==> src/rtl/uart_tx_mmio_if.sv <==
// rtl/uart_tx_mmio_if.sv - core memory-bus connection to the UART transmitter
interface uart_tx_mmio_if;
  logic [31:0] address;
  logic [31:0] write_data;
  logic        write_enable;
  logic [31:0] read_data;
  logic        sel;

  modport master (output address, write_data, write_enable, input read_data, sel);
  modport slave  (input address, write_data, write_enable, output read_data, sel);
endinterface

==> src/rtl/uart_tx_mmio.sv <==
// rtl/uart_tx_mmio.sv - memory-mapped UART transmitter: TXDATA/STATUS registers, transmit FIFO, serialiser
// Define UART_TX_PARITY_EN to insert an even-parity bit between the data and stop bits.
module uart_tx_mmio #(
  parameter logic [31:0] BASE_ADDR    = 32'h0001_0000,
  parameter int          CLKS_PER_BIT = 16,
  parameter int          FIFO_DEPTH   = 8
) (
  input  logic          clk,
  input  logic          reset,
  uart_tx_mmio_if.slave bus,
  output logic          tx
);
  localparam int PW = $clog2(FIFO_DEPTH);
  localparam int BW = (CLKS_PER_BIT > 1) ? $clog2(CLKS_PER_BIT) : 1;
  localparam logic [BW-1:0] BAUD_LAST = BW'(CLKS_PER_BIT - 1);
  localparam logic [PW:0]   FIFO_FULL = (PW+1)'(FIFO_DEPTH);

`ifdef UART_TX_PARITY_EN
  localparam logic PARITY_EN = 1'b1;
`else
  localparam logic PARITY_EN = 1'b0;
`endif

  typedef enum logic [2:0] {IDLE, START, DATA, PARITY, STOP} state_t;

  state_t        state_q, state_d;
  logic [BW-1:0] baud_q, baud_d;
  logic [2:0]    bit_q, bit_d;
  logic [7:0]    shift_q, shift_d;
  logic          parity_q, parity_d;
  logic          tx_q, tx_d;
  logic          ovf_q, ovf_d;
  logic [PW:0]   count_q, count_d;
  logic [PW-1:0] wr_ptr_q, rd_ptr_q;
  logic [7:0]    mem_q [FIFO_DEPTH];

  logic [3:0] offset;
  logic       full, empty, push_req, push, pop, stat_wr, baud_last;
  logic [7:0] head;
  logic       unused_wdata;

  assign offset       = bus.address[3:0];
  assign bus.sel      = bus.address[31:4] == BASE_ADDR[31:4];
  assign full         = count_q == FIFO_FULL;
  assign empty        = count_q == '0;
  assign push_req     = bus.sel && bus.write_enable && offset == 4'h0;
  assign push         = push_req && !full;
  assign stat_wr      = bus.sel && bus.write_enable && offset == 4'h4;
  assign head         = mem_q[rd_ptr_q];
  assign baud_last    = baud_q == BAUD_LAST;
  assign tx           = tx_q;
  assign unused_wdata = ^bus.write_data[31:8];

  always_comb begin
    bus.read_data = '0;
    if (offset == 4'h4)
      bus.read_data = {16'h0, 8'(count_q), 3'b000, PARITY_EN, ovf_q,
                       state_q != IDLE, empty, full};
  end

  always_comb begin
    state_d  = state_q;
    bit_d    = bit_q;
    shift_d  = shift_q;
    parity_d = parity_q;
    pop      = 1'b0;
    case (state_q)
      IDLE: begin
        if (!empty) begin
          pop      = 1'b1;
          shift_d  = head;
          parity_d = ^head;
          state_d  = START;
        end
      end
      START: begin
        if (baud_last) begin
          bit_d   = '0;
          state_d = DATA;
        end
      end
      DATA: begin
        if (baud_last) begin
          shift_d = {1'b0, shift_q[7:1]};
          bit_d   = bit_q + 3'd1;
          if (bit_q == 3'd7)
            state_d = PARITY_EN ? PARITY : STOP;
        end
      end
      PARITY: begin
        if (baud_last)
          state_d = STOP;
      end
      STOP: begin
        // Back-to-back frames: pop straight into the next start bit.
        if (baud_last) begin
          if (!empty) begin
            pop      = 1'b1;
            shift_d  = head;
            parity_d = ^head;
            state_d  = START;
          end else begin
            state_d = IDLE;
          end
        end
      end
      default: state_d = IDLE;
    endcase

    tx_d = 1'b1;
    case (state_d)
      START:   tx_d = 1'b0;
      DATA:    tx_d = shift_d[0];
      PARITY:  tx_d = parity_d;
      default: tx_d = 1'b1;
    endcase

    if (state_d != state_q || state_q == IDLE || baud_last)
      baud_d = '0;
    else
      baud_d = baud_q + BW'(1);

    case ({push, pop})
      2'b10:   count_d = count_q + (PW+1)'(1);
      2'b01:   count_d = count_q - (PW+1)'(1);
      default: count_d = count_q;
    endcase

    // A dropped push outranks a same-edge STATUS write.
    if (push_req && full)
      ovf_d = 1'b1;
    else if (stat_wr)
      ovf_d = 1'b0;
    else
      ovf_d = ovf_q;
  end

  always_ff @(posedge clk or posedge reset) begin
    if (reset) begin
      state_q  <= IDLE;
      baud_q   <= '0;
      bit_q    <= '0;
      shift_q  <= '0;
      parity_q <= 1'b0;
      tx_q     <= 1'b1;
      ovf_q    <= 1'b0;
      count_q  <= '0;
      wr_ptr_q <= '0;
      rd_ptr_q <= '0;
    end else begin
      state_q  <= state_d;
      baud_q   <= baud_d;
      bit_q    <= bit_d;
      shift_q  <= shift_d;
      parity_q <= parity_d;
      tx_q     <= tx_d;
      ovf_q    <= ovf_d;
      count_q  <= count_d;
      if (push)
        wr_ptr_q <= wr_ptr_q + PW'(1);
      if (pop)
        rd_ptr_q <= rd_ptr_q + PW'(1);
    end
  end

  always_ff @(posedge clk) begin
    if (push)
      mem_q[wr_ptr_q] <= bus.write_data[7:0];
  end
endmodule

==> src/flat_wrapper.sv <==
// flat-port wrapper written by rule: the top's interface ports become plain ports
module uart_tx_mmio_flat 
#(
  parameter logic [31:0] BASE_ADDR    = 32'h0001_0000,
  parameter int          CLKS_PER_BIT = 16,
  parameter int          FIFO_DEPTH   = 8
)
  (clk, reset, tx, bus_address, bus_write_data, bus_write_enable, bus_read_data, bus_sel);
  uart_tx_mmio_if bus_i ();
  input  logic clk;
  input  logic reset;
  output logic tx;
  input wire logic [$bits(bus_i.address)-1:0] bus_address;
  input wire logic [$bits(bus_i.write_data)-1:0] bus_write_data;
  input wire logic [$bits(bus_i.write_enable)-1:0] bus_write_enable;
  output wire logic [$bits(bus_i.read_data)-1:0] bus_read_data;
  output wire logic [$bits(bus_i.sel)-1:0] bus_sel;
  assign bus_i.address = bus_address;
  assign bus_i.write_data = bus_write_data;
  assign bus_i.write_enable = bus_write_enable;
  assign bus_read_data = bus_i.read_data;
  assign bus_sel = bus_i.sel;
  uart_tx_mmio #(.BASE_ADDR(BASE_ADDR), .CLKS_PER_BIT(CLKS_PER_BIT), .FIFO_DEPTH(FIFO_DEPTH)) u_core (.clk(clk), .reset(reset), .bus(bus_i), .tx(tx));
endmodule
==> config.mk <==
export PLATFORM = sky130hd
export DESIGN_NAME = uart_tx_mmio_flat
export DESIGN_NICKNAME = d
export VERILOG_FILES = /design/src/rtl/uart_tx_mmio_if.sv /design/src/rtl/uart_tx_mmio.sv /design/src/flat_wrapper.sv
export SDC_FILE = /design/constraint.sdc
export NUM_CORES = 1
export LEC_CHECK = 0
export BUFFER_PORTS_ARGS = -buffer_cell sky130_fd_sc_hd__buf_2
export CAP_MARGIN = 25
export CORE_ASPECT_RATIO = 1.75
export CORE_UTILIZATION = 54
export DETAILED_ROUTE_END_ITERATION = 16
export GPL_TIMING_DRIVEN = 0
export HOLD_SLACK_MARGIN = 0.02
export PLACE_DENSITY = 0.84
export SLEW_MARGIN = 20
export SYNTH_ARGS = -nofsm -noshare
export SYNTH_HDL_FRONTEND = slang
export SYNTH_SLANG_ARGS = --single-unit
==> constraint.sdc <==
create_clock -name clk -period 2.8 [get_ports clk]
set_input_delay 0.28 -clock clk [delete_from_list [all_inputs] [get_ports clk]]
set_output_delay 0.28 -clock clk [all_outputs]
set_load 0.05 [all_outputs]
-- Yosys cells after proc, flatten, opt, wreduce, memory -nomap -nowiden
Memories as Yosys holds them, arrays and structs flattened.
Index checks and enable logic that the tools add are counted.
- bits in registers: 31
- latch bits: 0
- bits in writable memories: 64
- memory bits (read-only): 0
- output and inout bits: 34
- logic and storage cells: 84
- memories: 1
- $add $sub $neg: 6
- $mul: 0
- divide/modulo/power cells: 0
- order comparisons: 0
- equal/unequal tests: 18
- shift-type cells: 0
- mux-type cells: 29
- bitwise gates (word level): 0
- reduce and logical (&&, ||, !) cells: 19
- memories (memory ; words ; bits a word ; rd ports ; clocked after Yosys merged registers in ; wr ports ; line ; RTL):
    u_core.mem_q ; 8 ; 8 ; 1 ; 0 ; 1 ; uart_tx_mmio.sv:35 ; logic [7:0] mem_q [FIFO_DEPTH];
- operators with widths (cell ; count):
    $eq 28x13->1 const B ; 1
    $mux 3 ; 8
    $mux 8 ; 3
    $pmux 8 s3 ; 1
    $pmux 3 s5 ; 1
    $eq 3x2->1 const B ; 4
    $mux 12 ; 1
    $add 3x1->3 const B ; 3
    $mux 1 ; 9
    $add 4x1->4 const B ; 2
    $eq 4x4->1 const B ; 2
    $logic_not 4->1 ; 2
    $pmux 4 s2 ; 1
    $reduce_xor 8->1 ; 1
    $eq 3x1->1 const B ; 2
    $eq 3x3->1 const B ; 2
    $ne 2x1->1 const B ; 3
    $pmux 3 s2 ; 1
    $reduce_and 3->1 ; 2
    $reduce_bool 2->1 ; 3
    $reduce_bool 3->1 ; 2
    $logic_and 1x1->1 ; 5
    $eq 4x3->1 const B ; 1
    $mux 4 ; 1
    other kinds (9) ; 11

-- Longest topological paths before layout
- depth in word-level cells: 8
- depth in mapped cells: 13

-- Worst setup path after synthesis
Ideal clock, no wire load.
- path type: input port to flip-flop
- from: in bus_address[14]
- to: reg u_core.count_q[2]
- arrival: 2.462 ns
- setup slack: 0.212 ns
- stages: 13
- cell sequence: nor4b_1 nand4_1 nor3_1 and3b_1 clkbuf_1 inv_1 ha_1 xor2_1 ha_1 a21oi_1 xor2_1 nor2_1 xor2_1
- cells in the longest elaborated chain, start to end: 6
- ends and longest elaborated chain (element ; line ; RTL):
    start: declaration ; flat_wrapper.sv:13 ; input wire logic [$bits(bus_i.address)-1:0] bus_address;
    $eq 28x13->1 * ; uart_tx_mmio.sv:43 ; assign bus.sel = bus.address[31:4] == BASE_ADDR[31:4];
    $logic_and 1x1->1 * (2 in series) ; uart_tx_mmio.sv:46 ; assign push_req = bus.sel && bus.write_enable && offset == 4'h0;
    $logic_and 1x1->1 * ; uart_tx_mmio.sv:47 ; assign push = push_req && !full;
    $eq 2x1->1 / $eq 2x2->1 (equally long branches) ; uart_tx_mmio.sv:123 ; case ({push, pop})
    $pmux 4 s2 / $reduce_bool 2->1 (equally long branches) ; -- ;
    end signal: assignment ; uart_tx_mmio.sv:158 ; count_q <= count_d;
    end: declaration ; uart_tx_mmio.sv:33 ; logic [PW:0] count_q, count_d;
Every way passes the cells marked *; elsewhere a longest branch is shown, timed or not.
A chain may end at the register's enable or synchronous reset.

-- Final worst setup path
- from: reg u_core.baud_q[0]
- to: reg u_core.count_q[2]
- cells in the longest elaborated chain, start to end: 5
- ends and longest elaborated chain (element ; line ; RTL):
    start: declaration ; uart_tx_mmio.sv:27 ; logic [BW-1:0] baud_q, baud_d;
    start signal: assignment ; uart_tx_mmio.sv:152 ; baud_q <= baud_d;
    $eq 4x4->1 * ; uart_tx_mmio.sv:50 ; assign baud_last = baud_q == BAUD_LAST;
    $mux 1 * ; uart_tx_mmio.sv:96 ; if (baud_last) begin
    $pmux 1 s2 * ; uart_tx_mmio.sv:67 ; case (state_q)
    net u_core.pop ; uart_tx_mmio.sv:38 ; logic full, empty, push_req, push, pop, stat_wr, baud_last;
    $eq 2x1->1 / $eq 2x2->1 (equally long branches) ; uart_tx_mmio.sv:123 ;
    $pmux 4 s2 / $reduce_bool 2->1 (equally long branches) ; -- ;
The timed path passes the listed nets; every way through them passes the cells marked *.

==> impl_metrics.toml <==
[drt]
via_count = 2638
drt.antenna.violating_nets = 0
wl_mm = 7.689
firstDrtPassIters = 4
routedWlPerCell_um = 15.99
first_iter_violations = 129
vias_per_cell = 5.484
drc = 0

[clocking]
cts-buffers-inserted = 9
clock_path_buffers = 2
cts_num_sinks = 95
cts_tree = "built"
cts_setup_buffers = 0
insertion_delay_ns = 0.34
clk_pin_slew_ns = 0.06
cts_max_level = 3
cts_hold_buffers = 0
cts-root-buf = "clkbuf_16"

[sta]
tightest_slew_ns = 0.9467
hold_viol_final = 0
fin_skew_ns = 0.004664
grt_setup_unrepaired = "no"
setup_slack_ns = 0.2337
finalMaxSlewViolations = 0
fin_crit_sh = 0.9166
setup_violations = 0
max_freq_mhz = 389.7
max_slew_margin = 0.3666
finalCriticalPeriod_ns = 2.566

[synthesis]
yosysMostFrequentCell = "edfxtp_1"
seq_area_frac_synth = 0.6159
synth-seq-cells = 95
synth_xor_area_frac = 0.03798
ys_async_sr_fraction = 0.3263
synthAdderAreaFrac = 0.02284
synthSimpleGateAreaFrac = 0.08881
ys.flop_type = "edfxtp_1"
synth_edf_count = 64
syn_avg_cell_area_sq_um = 14.65
synthDistinctLibCells = 44
yosys-top-cells-count = "64 x edfxtp_1, 30 x dfrtp_1, 26 x nor2_1"
yosys_warnings = 0
synthMuxAreaShare = 0.1211
synth_area_leaders = "edfxtp_1 44%, dfrtp_1 17%, mux4_1 8.4%"
synth-compound-area-share = 0.05054
synth_top_family_by_area = "multiplexers"
yosys.area.top_type = "edfxtp_1"
syn_area_sq_um = 4382
synth_top_area_frac = 0.4386
syn_inst = 299

[worst_setup_path]
path_cells = "ha_1, nand3_1, clkbuf_4, nand2_1, nand3_2, inv_2, ha_2, xor2_1, ha_1, a21oi_1, xor2_1, nor2_1, xor2_1"
arrival_ns = 2.78
path_common_cell = "xor2_1"
crit_path_max_incr_delay_ns = 0.40
worst_path_dominant_cell_family = "adder cells"
crit_required_ns = 3.01
path_buf_inv = 2
endpoint_kind = "flop"
crit_fanout = 10
path_class = "flop to flop"
startpoint_type = "flop"
cp_slowest_cell = "dfrtp_1"

[placement]
place_area_sq_um = 4878
dp_slack_ns = -0.2084
io_buffers = 52
gp_congestion = 0.8132
dp_hpwl_mm = 5.629

[floorplan]
die_height_um = 121.2
core_area_sq_um = 7909
io_pins = 101
initial_utilization = 0.5540
die_w_um = 70.10
die-area_sq_um = 8493
num_rows = 43

[global_routing]
grt_usage = 0.1984
grt_pass1_wl_mm = 12.56
grt_max_degree = 17
grt_overflow = 0
grt_pass1_vias = 2691
antenna_found_initial = 0

[layout]
drive_gt1_frac = 0.2916
final_area_sq_um = 5235
fill_cells = 559
nets = 461
antennaDiodeCount = 0
synthToLayoutAreaGrowth_pct = 19.47
fin_util = 0.6619

[pwr]
vdd_ir_drop_max_mv = 0.6396
leakagePower_nw = 2.180
p_per_area_nw_per_um2 = 582.6

[job]
timing.max_cap.violations = 0

[hold_path]
worstHoldPathType = "input port to async pin"

[status]
status = "finished clean"
## cell families (layout without fill, tap and decap cells)
family          after synthesis  after routing
mux                          27             27
fa+ha+maj                     8              8
buf+inv                      41            110
compound gates               29             29
xor+xnor                     19             19
other cells                   1             24
simple gates                 79             79
flops                        95             95
## worst register-to-register path: cells and delay by family (launching register included)
family / cells / cell delay [ns]
simple gates: 4 / 0.46
fa+ha+maj: 3 / 0.66
xor+xnor: 3 / 0.46
compound gates: 1 / 0.16
flops: 1 / 0.40
buf+inv: 2 / 0.30
## cell type report
type	count	area [sq um]	share of cell area
Clock inverter	6	90.09	0.01721
Buffer	36	256.5	0.04900
Sequential cell	95	2699	0.5155
Timing Repair Buffer	53	287.8	0.05497
Inverter	5	18.77	0.003585
Clock buffer	10	229.0	0.04374
Multi-Input combinational cell	186	1541	0.2945
Tap cell	90	112.6	0.02151
## metal layers
metal	track usage	share of wire	vias up	wire, um
met2	0.3672	0.56	95	4271
met1	0.2078	0.37	1260	2837
met5	0	0	-	0
li1	-	-	1265	-
met4	0.1025	0.028	0	212
met3	0.04070	0.048	18	368
## cells in the final DEF (no fill, tap or decap), types with 4 or more instances in the layout
cell type and n:
edfxtp_1 64, buf_2 55, dfrtp_1 30, nor2_1 26, buf_4 24, conb_1 24, mux4_1 14, nand2_1 14
xnor2_1 13, clkbuf_16 9, nor4_1 7, mux2i_1 7, ha_1 7, clkbuf_1 6, nor3_1 6, xor2_1 6
a221o_1 6, and3_1 6, a22o_1 5, nand2b_1 5, nor3_2 5, a21oi_1 4, inv_1 4
## state kept, by name, indices dropped and copies added (netlist names)
register	cells
u_core.rd_ptr_q	3
u_core.count_q	4
u_core.state_q	3
u_core.bit_q	3
u_core.shift_q	8
u_core.wr_ptr_q	3
u_core.parity_q	1
u_core.tx	1
u_core.mem_q	64
u_core.baud_q	4
u_core.ovf_q	1
## metrics by stage
stage          total power, mW  std cells  hold slack (ns)  TNS [ns]
4_1_cts                  3.068        481          0.04701         0
3_3_place_gp             1.782        464           0.4467    -9.474
5_1_grt                  3.144        481          0.09479         0
3_5_place_dp             1.793        465           0.4052    -8.717
6_report                 3.050        481          0.04472         0
2_1_floorplan            1.733        322           0.3661         0
## power breakdown
part           leakage, nW  internal (mW)  total [mW]  switching [mW]
clock                0.155          0.787        1.28           0.495
combinational         1.02         0.0800       0.201           0.121
sequential            1.00           1.54        1.57          0.0248
## repair_timing
item                                    4_1_cts  5_1_grt
pin swaps                                     0        0
resized for setup                             1       10
endpoints found under the setup margin        1       27
## worst paths after layout
check                            startpoint                 to  slack, ns  cells past startpoint
setup / recovery           u_core.baud_q[0]  u_core.count_q[2]       0.23                     13
setup reg to reg           u_core.baud_q[0]  u_core.count_q[2]       0.23                     13
max in group asynchronous             reset          u_core.tx       2.15                      3
min in group clk             bus_address[2]       u_core.ovf_q       0.20                      2
hold reg to reg            u_core.baud_q[0]   u_core.baud_q[0]       0.48                      1
hold / removal                        reset    u_core.bit_q[2]       0.04                      2
Note: power is estimated with default switching activity, not from simulation.
